[config.mk]
export PLATFORM = sky130hd
export DESIGN_NAME = stack_frame_ctrl_flat
export DESIGN_NICKNAME = d
export VERILOG_FILES = /design/src/rtl/stack_frame_ctrl_pkg.sv /design/src/rtl/stack_frame_ctrl_if.sv /design/src/rtl/stack_frame_ctrl_frame_mem.sv /design/src/rtl/stack_frame_ctrl.sv /design/src/flat_wrapper.sv
export SDC_FILE = /design/constraint.sdc
export NUM_CORES = 1
export LEC_CHECK = 0
export BUFFER_PORTS_ARGS = -buffer_cell sky130_fd_sc_hd__buf_2
export CAP_MARGIN = 40
export CORE_MARGIN = 2
export CORE_UTILIZATION = 40
export DETAILED_ROUTE_END_ITERATION = 6
export MAX_ROUTING_LAYER = met4
export PLACE_DENSITY_LB_ADDON = 0.3
export SYNTH_ARGS = -nofsm -noshare
export SYNTH_HDL_FRONTEND = slang
export SYNTH_SLANG_ARGS = --single-unit
[constraint.sdc]
create_clock -name clk -period 7.05 [get_ports clk]
set_input_delay 0.705 -clock clk [delete_from_list [all_inputs] [get_ports clk]]
set_output_delay 0.705 -clock clk [all_outputs]
set_load 0.02 [all_outputs]
[src/rtl/stack_frame_ctrl_pkg.sv]
// +----------------------------------------------------------------------------+
// | stack_frame_ctrl_pkg                                                       |
// | Command, error, SuperStack op/status codes and FSM states for the          |
// | call-frame sequencer.                                                      |
// | Rev 1.0                                                                    |
// +----------------------------------------------------------------------------+
`default_nettype none

package stack_frame_ctrl_pkg;

   // SuperStack op codes
   localparam logic [2:0] OP_NONE                 = 3'd0;
   localparam logic [2:0] OP_PUSH                 = 3'd1;
   localparam logic [2:0] OP_POP                  = 3'd2;
   localparam logic [2:0] OP_INDEX_RESET          = 3'd3;
   localparam logic [2:0] OP_INDEX_RESET_AND_PUSH = 3'd4;
   localparam logic [2:0] OP_UNDERFLOW_GET        = 3'd5;
   localparam logic [2:0] OP_UNDERFLOW_SET        = 3'd6;

   // SuperStack status codes
   localparam logic [2:0] ST_OK         = 3'd0;
   localparam logic [2:0] ST_EMPTY      = 3'd1;
   localparam logic [2:0] ST_FULL       = 3'd2;
   localparam logic [2:0] ST_OVERFLOW   = 3'd3;
   localparam logic [2:0] ST_UNDERFLOW  = 3'd4;
   localparam logic [2:0] ST_BAD_OFFSET = 3'd5;

   // Request commands
   localparam logic [2:0] SFC_CALL   = 3'd1;
   localparam logic [2:0] SFC_RETURN = 3'd2;
   localparam logic [2:0] SFC_LGET   = 3'd3;
   localparam logic [2:0] SFC_LSET   = 3'd4;
   localparam logic [2:0] SFC_LTEE   = 3'd5;

   // Response codes
   localparam logic [2:0] SFC_OK         = 3'd0;
   localparam logic [2:0] SFC_FRAME_OVF  = 3'd1;
   localparam logic [2:0] SFC_FRAME_UNF  = 3'd2;
   localparam logic [2:0] SFC_STACK_ERR  = 3'd3;
   localparam logic [2:0] SFC_RESULT_ERR = 3'd4;

   typedef enum logic [2:0] {
      S_IDLE   = 3'd0,
      S_ISSUE  = 3'd1,
      S_CHECK  = 3'd2,
      S_ISSUE2 = 3'd3,
      S_CHECK2 = 3'd4,
      S_RESP   = 3'd5
   } sfc_state_t;

   function automatic logic is_stack_fault(input logic [2:0] status);
      return (status == ST_OVERFLOW) || (status == ST_UNDERFLOW) || (status == ST_BAD_OFFSET);
   endfunction

endpackage

`default_nettype wire

[src/rtl/stack_frame_ctrl_if.sv]
// +----------------------------------------------------------------------------+
// | stack_frame_ctrl_if                                                        |
// | Request/response handshake plus the SuperStack op bus of the sequencer.    |
// | Rev 1.0                                                                    |
// +----------------------------------------------------------------------------+
`default_nettype none

interface stack_frame_ctrl_if #(
   parameter int WIDTH = 8,
   parameter int DEPTH = 7
);
   logic             req_valid;
   logic             req_ready;
   logic [2:0]       req_cmd;
   logic [DEPTH:0]   req_arg;
   logic [DEPTH:0]   req_locals;
   logic             rsp_valid;
   logic [2:0]       rsp_err;

   logic [2:0]       st_op;
   logic [WIDTH-1:0] st_data;
   logic [DEPTH:0]   st_offset;
   logic [DEPTH:0]   st_underflow;
   logic [DEPTH:0]   st_upper;
   logic [DEPTH:0]   st_lower;
   logic             st_dropTos;
   logic [DEPTH:0]   st_index;
   logic [WIDTH-1:0] st_out;
   logic [2:0]       st_status;

   // master: requester and SuperStack side; slave: the sequencer
   modport master (
      output req_valid, req_cmd, req_arg, req_locals,
      output st_index, st_out, st_status,
      input  req_ready, rsp_valid, rsp_err,
      input  st_op, st_data, st_offset, st_underflow, st_upper, st_lower, st_dropTos
   );

   modport slave (
      input  req_valid, req_cmd, req_arg, req_locals,
      input  st_index, st_out, st_status,
      output req_ready, rsp_valid, rsp_err,
      output st_op, st_data, st_offset, st_underflow, st_upper, st_lower, st_dropTos
   );

endinterface

`default_nettype wire

[src/rtl/stack_frame_ctrl_frame_mem.sv]
// +----------------------------------------------------------------------------+
// | stack_frame_ctrl_frame_mem                                                 |
// | LIFO of saved caller windows with push/pop/full/empty and live top entry.  |
// | Rev 1.0                                                                    |
// +----------------------------------------------------------------------------+
`default_nettype none

module stack_frame_ctrl_frame_mem #(
   parameter int FDEPTH = 4,
   parameter int DW     = 24
) (
   input  logic              clk,
   input  logic              reset,
   input  logic              push,
   input  logic              pop,
   input  logic [DW-1:0]     push_data,
   output logic [DW-1:0]     top_data,
   output logic              full,
   output logic              empty,
   output logic [FDEPTH:0]   count
);
   localparam int ENTRIES = 2**FDEPTH;

   logic [DW-1:0]     r_mem [ENTRIES];
   logic [FDEPTH:0]   r_count;
   logic [FDEPTH-1:0] w_top_idx;

   // Low bits wrap to the last slot when the LIFO is full
   assign w_top_idx = r_count[FDEPTH-1:0] - (FDEPTH)'(1);
   assign top_data  = r_mem[w_top_idx];
   assign full      = r_count[FDEPTH];
   assign empty     = (r_count == '0);
   assign count     = r_count;

   always_ff @(posedge clk) begin
      if (reset) begin
         r_count <= '0;
      end else if (push && !full) begin
         r_count <= r_count + (FDEPTH+1)'(1);
      end else if (pop && !empty) begin
         r_count <= r_count - (FDEPTH+1)'(1);
      end
   end

   always_ff @(posedge clk) begin
      if (push && !full) begin
         r_mem[r_count[FDEPTH-1:0]] <= push_data;
      end
   end

endmodule

`default_nettype wire

[src/rtl/stack_frame_ctrl.sv]
// +----------------------------------------------------------------------------+
// | stack_frame_ctrl                                                           |
// | Call-frame sequencer in front of SuperStack; owns the frame window.        |
// | Optional macro SFC_RESULT_CHECK_EN: RETURN verifies the result count.      |
// | Rev 1.0                                                                    |
// +----------------------------------------------------------------------------+
`default_nettype none

module stack_frame_ctrl
   import stack_frame_ctrl_pkg::*;
#(
   parameter int WIDTH  = 8,
   parameter int DEPTH  = 7,
   parameter int FDEPTH = 4
) (
   input  logic              clk,
   input  logic              reset,
   stack_frame_ctrl_if.slave bus,
   output logic [FDEPTH:0]   call_depth
);
   localparam int FW = 3*(DEPTH+1);

   sfc_state_t       r_state;
   sfc_state_t       w_next;

   logic [DEPTH:0]   r_lower;
   logic [DEPTH:0]   r_upper;
   logic [DEPTH:0]   r_underflow;
   logic [DEPTH:0]   r_arg;
   logic [DEPTH:0]   r_new_lower;
   logic [DEPTH:0]   r_new_top;
   logic [2:0]       r_cmd;
   logic [2:0]       r_err;
   logic [WIDTH-1:0] r_tos;
   logic [WIDTH-1:0] r_data;

   logic [DEPTH:0]   w_new_lower;
   logic [DEPTH:0]   w_new_top;
   logic [2:0]       w_early_err;
   logic             w_fault;
   logic             w_fm_push;
   logic             w_fm_pop;
   logic             w_fm_full;
   logic             w_fm_empty;
   logic [FW-1:0]    w_fm_top;

   assign w_new_lower = bus.st_index - bus.req_arg;
   assign w_new_top   = w_new_lower + bus.req_arg + bus.req_locals;
   assign w_fault     = is_stack_fault(bus.st_status);

`ifdef SFC_RESULT_CHECK_EN
   logic [DEPTH:0] w_ret_r;
   assign w_ret_r = {{DEPTH{1'b0}}, (bus.req_arg != '0)};
`endif

   // Errors decided at accept time skip the stack entirely
   always_comb begin
      w_early_err = SFC_OK;
      case (bus.req_cmd)
         SFC_CALL: begin
            if (w_fm_full) w_early_err = SFC_FRAME_OVF;
         end
         SFC_RETURN: begin
            if (w_fm_empty) w_early_err = SFC_FRAME_UNF;
`ifdef SFC_RESULT_CHECK_EN
            else if ((bus.st_index - w_ret_r) != r_upper) w_early_err = SFC_RESULT_ERR;
`endif
         end
         SFC_LGET, SFC_LSET, SFC_LTEE: w_early_err = SFC_OK;
         default: w_early_err = SFC_STACK_ERR;
      endcase
   end

   always_ff @(posedge clk) begin
      if (reset) r_state <= S_IDLE;
      else       r_state <= w_next;
   end

   always_comb begin
      w_next          = r_state;
      w_fm_push       = 1'b0;
      w_fm_pop        = 1'b0;
      bus.st_op       = OP_NONE;
      bus.st_data     = '0;
      bus.st_offset   = '0;
      bus.st_dropTos  = 1'b0;
      case (r_state)
         S_IDLE: begin
            if (bus.req_valid) w_next = (w_early_err != SFC_OK) ? S_RESP : S_ISSUE;
         end
         S_ISSUE: begin
            w_next = S_CHECK;
            case (r_cmd)
               SFC_CALL: begin
                  bus.st_op     = OP_INDEX_RESET;
                  bus.st_offset = r_new_top;
                  w_fm_push     = 1'b1;
               end
               SFC_RETURN: begin
                  bus.st_op     = (r_arg != '0) ? OP_INDEX_RESET_AND_PUSH : OP_INDEX_RESET;
                  bus.st_offset = r_lower;
                  bus.st_data   = r_tos;
               end
               SFC_LGET: begin
                  bus.st_op     = OP_UNDERFLOW_GET;
                  bus.st_offset = r_arg;
               end
               default: begin
                  bus.st_op      = OP_UNDERFLOW_SET;
                  bus.st_offset  = r_arg;
                  bus.st_data    = r_tos;
                  bus.st_dropTos = (r_cmd == SFC_LSET);
               end
            endcase
         end
         S_CHECK: begin
            if (w_fault) begin
               w_next   = S_RESP;
               w_fm_pop = (r_cmd == SFC_CALL);
            end else begin
               w_next   = (r_cmd == SFC_LGET) ? S_ISSUE2 : S_RESP;
               w_fm_pop = (r_cmd == SFC_RETURN);
            end
         end
         S_ISSUE2: begin
            w_next      = S_CHECK2;
            bus.st_op   = OP_PUSH;
            bus.st_data = r_data;
         end
         S_CHECK2: w_next = S_RESP;
         S_RESP:   w_next = S_IDLE;
         default:  w_next = S_IDLE;
      endcase
   end

   always_ff @(posedge clk) begin
      if (reset) begin
         r_lower     <= '0;
         r_upper     <= '0;
         r_underflow <= '0;
         r_arg       <= '0;
         r_new_lower <= '0;
         r_new_top   <= '0;
         r_cmd       <= '0;
         r_err       <= SFC_OK;
         r_tos       <= '0;
         r_data      <= '0;
      end else begin
         case (r_state)
            S_IDLE: begin
               if (bus.req_valid) begin
                  r_cmd       <= bus.req_cmd;
                  r_arg       <= bus.req_arg;
                  r_new_lower <= w_new_lower;
                  r_new_top   <= w_new_top;
                  r_tos       <= bus.st_out;
                  r_err       <= w_early_err;
               end
            end
            S_CHECK: begin
               if (w_fault) begin
                  r_err <= SFC_STACK_ERR;
               end else if (r_cmd == SFC_CALL) begin
                  r_lower     <= r_new_lower;
                  r_upper     <= r_new_top;
                  r_underflow <= r_new_top;
               end else if (r_cmd == SFC_RETURN) begin
                  {r_lower, r_upper, r_underflow} <= w_fm_top;
               end
               r_data <= bus.st_out;
            end
            S_CHECK2: begin
               if (w_fault) r_err <= SFC_STACK_ERR;
            end
            default: ;
         endcase
      end
   end

   assign bus.req_ready    = (r_state == S_IDLE);
   assign bus.rsp_valid    = (r_state == S_RESP);
   assign bus.rsp_err      = r_err;
   assign bus.st_lower     = r_lower;
   assign bus.st_upper     = r_upper;
   assign bus.st_underflow = r_underflow;

   stack_frame_ctrl_frame_mem #(
      .FDEPTH (FDEPTH),
      .DW     (FW)
   ) u_frame_mem (
      .clk       (clk),
      .reset     (reset),
      .push      (w_fm_push),
      .pop       (w_fm_pop),
      .push_data ({r_lower, r_upper, r_underflow}),
      .top_data  (w_fm_top),
      .full      (w_fm_full),
      .empty     (w_fm_empty),
      .count     (call_depth)
   );

endmodule

`default_nettype wire

[src/flat_wrapper.sv]
// flat-port wrapper written by rule: the top's interface ports become plain ports
module stack_frame_ctrl_flat import stack_frame_ctrl_pkg::*;
#(
   parameter int WIDTH  = 8,
   parameter int DEPTH  = 7,
   parameter int FDEPTH = 4
)
  (clk, reset, call_depth, bus_req_valid, bus_req_cmd, bus_req_arg, bus_req_locals, bus_st_index, bus_st_out, bus_st_status, bus_req_ready, bus_rsp_valid, bus_rsp_err, bus_st_op, bus_st_data, bus_st_offset, bus_st_underflow, bus_st_upper, bus_st_lower, bus_st_dropTos);
  stack_frame_ctrl_if #(.WIDTH(WIDTH), .DEPTH(DEPTH)) bus_i ();
  input  logic clk;
  input  logic reset;
  output logic [FDEPTH:0] call_depth;
  input wire logic [$bits(bus_i.req_valid)-1:0] bus_req_valid;
  input wire logic [$bits(bus_i.req_cmd)-1:0] bus_req_cmd;
  input wire logic [$bits(bus_i.req_arg)-1:0] bus_req_arg;
  input wire logic [$bits(bus_i.req_locals)-1:0] bus_req_locals;
  input wire logic [$bits(bus_i.st_index)-1:0] bus_st_index;
  input wire logic [$bits(bus_i.st_out)-1:0] bus_st_out;
  input wire logic [$bits(bus_i.st_status)-1:0] bus_st_status;
  output wire logic [$bits(bus_i.req_ready)-1:0] bus_req_ready;
  output wire logic [$bits(bus_i.rsp_valid)-1:0] bus_rsp_valid;
  output wire logic [$bits(bus_i.rsp_err)-1:0] bus_rsp_err;
  output wire logic [$bits(bus_i.st_op)-1:0] bus_st_op;
  output wire logic [$bits(bus_i.st_data)-1:0] bus_st_data;
  output wire logic [$bits(bus_i.st_offset)-1:0] bus_st_offset;
  output wire logic [$bits(bus_i.st_underflow)-1:0] bus_st_underflow;
  output wire logic [$bits(bus_i.st_upper)-1:0] bus_st_upper;
  output wire logic [$bits(bus_i.st_lower)-1:0] bus_st_lower;
  output wire logic [$bits(bus_i.st_dropTos)-1:0] bus_st_dropTos;
  assign bus_i.req_valid = bus_req_valid;
  assign bus_i.req_cmd = bus_req_cmd;
  assign bus_i.req_arg = bus_req_arg;
  assign bus_i.req_locals = bus_req_locals;
  assign bus_i.st_index = bus_st_index;
  assign bus_i.st_out = bus_st_out;
  assign bus_i.st_status = bus_st_status;
  assign bus_req_ready = bus_i.req_ready;
  assign bus_rsp_valid = bus_i.rsp_valid;
  assign bus_rsp_err = bus_i.rsp_err;
  assign bus_st_op = bus_i.st_op;
  assign bus_st_data = bus_i.st_data;
  assign bus_st_offset = bus_i.st_offset;
  assign bus_st_underflow = bus_i.st_underflow;
  assign bus_st_upper = bus_i.st_upper;
  assign bus_st_lower = bus_i.st_lower;
  assign bus_st_dropTos = bus_i.st_dropTos;
  stack_frame_ctrl #(.WIDTH(WIDTH), .DEPTH(DEPTH), .FDEPTH(FDEPTH)) u_core (.clk(clk), .reset(reset), .bus(bus_i), .call_depth(call_depth));
endmodule
==> impl_metrics.tcl <==
set metrics [dict create \
    synth_enable_flop_cells 384 \
    startpoint_type "primary input" \
    drt_initial_violations 1278 \
    cts-root-to-sink-buffers 3 \
    synthDistinctLibCells 51 \
    final-max-slew-violation-count 0 \
    postCtsHoldBufs 0 \
    drt-total-wl_um 45700 \
    clkSinkCount 461 \
    yosys_warnings 0 \
    area.growth.synth_to_final_pct 17.0 \
    number_of_buffers_inserted_during_clock_tree_synthesis 48 \
    async_flop_share_pct 0 \
    hpwlAfterDp_um 27600 \
    power_leakage_uw 0.00795 \
    post-synth-top-count-cell "sky130_fd_sc_hd__edfxtp_1" \
    dr.pass1.iters 5 \
    outcome "finished clean" \
    synth_top_area_share_pct 61.1 \
    netlist.top_cell.by_area "sky130_fd_sc_hd__edfxtp_1" \
    syn_area_um2 18900 \
    htree_num_levels 2 \
    cts_root_buffer "sky130_fd_sc_hd__clkbuf_16" \
    swShare_pct 22.9 \
    grtUsageTotal_pct 19.4 \
    dieHeight_um 221 \
    finish.instance_area_um2 22100 \
    cp.required_ns 7.52 \
    power_frac_seq_pct 49.8 \
    power.share.combinational_pct 7.2 \
    post_synth_most_frequent_cells "sky130_fd_sc_hd__edfxtp_1 (384), sky130_fd_sc_hd__nand2_1 (164), sky130_fd_sc_hd__a21oi_1 (113), sky130_fd_sc_hd__mux4_2 (96), sky130_fd_sc_hd__nor2_1 (84)" \
    mappedNetlistNets 1289 \
    vias_per_cell 5.50 \
    final-setup-viol-count 0 \
    share_clk_of_total_power_pct 43.0 \
    worst-setup-path-type "in2reg" \
    post_dp_cell_area_um2 20500 \
    clk_transition_reported_paths_ns 0.06 \
    end_kind "flip-flop" \
    power.ir.vdd_worst_v 0.000195 \
    route.detailed.drc 0 \
    drive_above_1_share_pct 24.0 \
    via_count_of_the_first_global_routing_pass 11000 \
    grt_start_max_net_pins 58 \
    antenna_violating_nets_post_route 0 \
    maxCapViolCount 0 \
    power.switching_uw 1380 \
    final_cell_count_no_fill 1971 \
    dieArea_um2 48900 \
    max_clock_freq_mhz 292 \
    min_path_type "in2reg" \
    cp_max_fo 3 \
    synth-seq-cells 461 \
    worst_skew_pair.late_latency_ns 0.60 \
    num_rows 79 \
    fin_crit_ns 3.43 \
    port_buffer_cells 93 \
    synth_seq_area_share_pct 69.3 \
    dominantRegCellSynth "sky130_fd_sc_hd__edfxtp_1" \
    design.final.nets 1396 \
    worst-slew-pin-transition_ns 0.858 \
    power_per_cell_area_nw_per_um2 272 \
    fin_skew_ns 0.0257 \
    netlist_instances 1218 \
    crit_arrival_ns 3.90 \
    drt-wirelength-per-cell_um 23.2 \
    timing.setup.tns_ns 0 \
    cts.repair_timing.setup_buffer_count 0 \
    worst_slew_margin_rel_pct 42.8 \
    placed_cells_incl_taps 1882 \
    vias 10800 \
    synth.top_cells.by_area "sky130_fd_sc_hd__edfxtp_1 (61%), sky130_fd_sc_hd__mux4_2 (11%), sky130_fd_sc_hd__dfxtp_1 (8.2%), sky130_fd_sc_hd__nand2_1 (3.3%), sky130_fd_sc_hd__a21oi_1 (3.0%)" \
    intPower_uw 4630 \
    core-area_um2 46600 \
    floorplan.die.width_um 221 \
    gpl_wtd_cong 0.806 \
    cts_tree "built" \
    start_util_pct 40.5 \
    timing.final.hold_violations 0 \
    cts_resized 0 \
    grt_first_pass_wirelength_um 69400 \
    antenna_found_initial 0 \
    antenna_cells 0 \
    postSynthAreaPerCell_um2 15.5 \
    ioPinCount 95 \
    grt_overflow 0 \
    grt_setup_unrepaired "false" \
    post-route-period-util_pct 48.6 \
]
## worst max-delay path: stages
cell and delay, ns:
sky130_fd_sc_hd__buf_2 0.11, sky130_fd_sc_hd__inv_1 0.05, sky130_fd_sc_hd__ha_1 0.18, sky130_fd_sc_hd__inv_1 0.06
sky130_fd_sc_hd__fa_1 0.51, sky130_fd_sc_hd__inv_1 0.06, sky130_fd_sc_hd__fa_1 0.48, sky130_fd_sc_hd__inv_1 0.04
sky130_fd_sc_hd__ha_1 0.20, sky130_fd_sc_hd__fa_1 0.48, sky130_fd_sc_hd__a211oi_1 0.30, sky130_fd_sc_hd__o21bai_1 0.13
sky130_fd_sc_hd__a21oi_1 0.19, sky130_fd_sc_hd__xnor2_1 0.15, sky130_fd_sc_hd__xnor2_1 0.15, sky130_fd_sc_hd__a21oi_1 0.09
## logic make-up (layout without fill, tap and decap cells)
family          count (synthesis)  in the layout  synth area share [%]
fa+ha+maj                      30             30                  2.35
flops                         461            461                  69.3
xor+xnor                       18             18                 0.836
other cells                     1              1                0.0199
mux                           103            103                  11.8
simple gates                  307            307                  7.06
buf+inv                        89            235                  2.02
compound gates                209            209                  6.55
## layout by cell type (no fill, tap or decap), types with 5 or more instances in the layout
master / count
sky130_fd_sc_hd__a22oi_1: 17
sky130_fd_sc_hd__buf_2: 93
sky130_fd_sc_hd__nand3_1: 5
sky130_fd_sc_hd__nand2_1: 164
sky130_fd_sc_hd__buf_4: 16
sky130_fd_sc_hd__a21o_1: 8
sky130_fd_sc_hd__clkbuf_1: 8
sky130_fd_sc_hd__clkbuf_8: 5
sky130_fd_sc_hd__mux2i_1: 5
sky130_fd_sc_hd__nor2_4: 12
sky130_fd_sc_hd__dfxtp_1: 76
sky130_fd_sc_hd__buf_16: 10
sky130_fd_sc_hd__mux4_2: 96
sky130_fd_sc_hd__nor3_1: 6
sky130_fd_sc_hd__and2_1: 10
sky130_fd_sc_hd__a21oi_1: 113
sky130_fd_sc_hd__clkinv_2: 10
sky130_fd_sc_hd__edfxtp_1: 384
sky130_fd_sc_hd__buf_12: 5
sky130_fd_sc_hd__clkbuf_16: 49
sky130_fd_sc_hd__a211oi_1: 14
sky130_fd_sc_hd__nor2_1: 72
sky130_fd_sc_hd__xnor2_1: 12
sky130_fd_sc_hd__ha_1: 20
sky130_fd_sc_hd__inv_1: 19
sky130_fd_sc_hd__o221ai_1: 8
sky130_fd_sc_hd__o21ai_0: 29
sky130_fd_sc_hd__bufinv_16: 5
sky130_fd_sc_hd__nor2b_1: 7
sky130_fd_sc_hd__clkinv_1: 5
sky130_fd_sc_hd__nand2b_1: 9
sky130_fd_sc_hd__fa_1: 9
## sequential cells by signal, summed over array words and instances, names as in the netlist, 5 cells and up
register	count
u_core.u_frame_mem.r_mem	384
u_core.r_new_top	8
u_core.r_new_lower	8
u_core.r_tos	8
u_core.bus.st_underflow	8
u_core.u_frame_mem.count	5
u_core.r_data	8
u_core.bus.st_lower	8
u_core.r_arg	8
u_core.bus.st_upper	8
## power groups by stage
stage	logic (µW)	clock network, µW	registers [µW]
6_report	431	2590	2990
3_5_place_dp	432	0	3050
3_3_place_gp	422	0	3050
5_1_grt	476	2730	3000
2_1_floorplan	310	0	3030
4_1_cts	435	2630	2990
## final cells by class
| cell class | count | area (µm²) |
|---|---|---|
| tap | 607 | 759 |
| timing repair buffer | 127 | 998 |
| clock buffer | 62 | 1330 |
| clock inverter | 27 | 287 |
| multi-input combinational | 668 | 5560 |
| sequential | 461 | 13100 |
| fill | 3954 | 24500 |
| inverter | 19 | 71.3 |
## path summary, 6_finish.rpt
check	startpoint	endpoint	cells after the start	slack [ns]
worst max-delay path	bus_st_index[0]	u_core.r_new_top[7]$_SDFFE_PP0P_	16	3.62
worst min register to register	u_core.r_data[6]$_SDFFE_PP0P_	u_core.r_data[6]$_SDFFE_PP0P_	2	0.45
worst max register to register	u_core.u_frame_mem.count[0]$_SDFFE_PP0P_	u_core.bus.st_lower[7]$_SDFFE_PP0P_	8	3.81
worst min-delay path	bus_st_out[7]	u_core.r_data[7]$_SDFFE_PP0P_	3	0.36
## metrics by stage
stage                     setup slack (ns)  hold slack [ns]  power, µW  utilization (%)
after CTS                             3.61            0.345       6050             47.4
after floorplan                       3.11            0.436       3340                -
final                                 3.62            0.363       6010             47.4
after global routing                  3.36            0.369       6200             47.4
after detailed placement              3.05            0.449       3480             43.9
after global placement                3.10            0.441       3470             43.0
## routing by layer
layer	up-vias	GRT usage [%]	part of all wire [%]
met4	0	5.82	2.3
met5	-	-	0
met2	361	30.3	48
met3	73	3.28	6.6
met1	5538	26.2	44
li1	4867	-	-
Note: power is estimated with default switching activity, not from simulation.
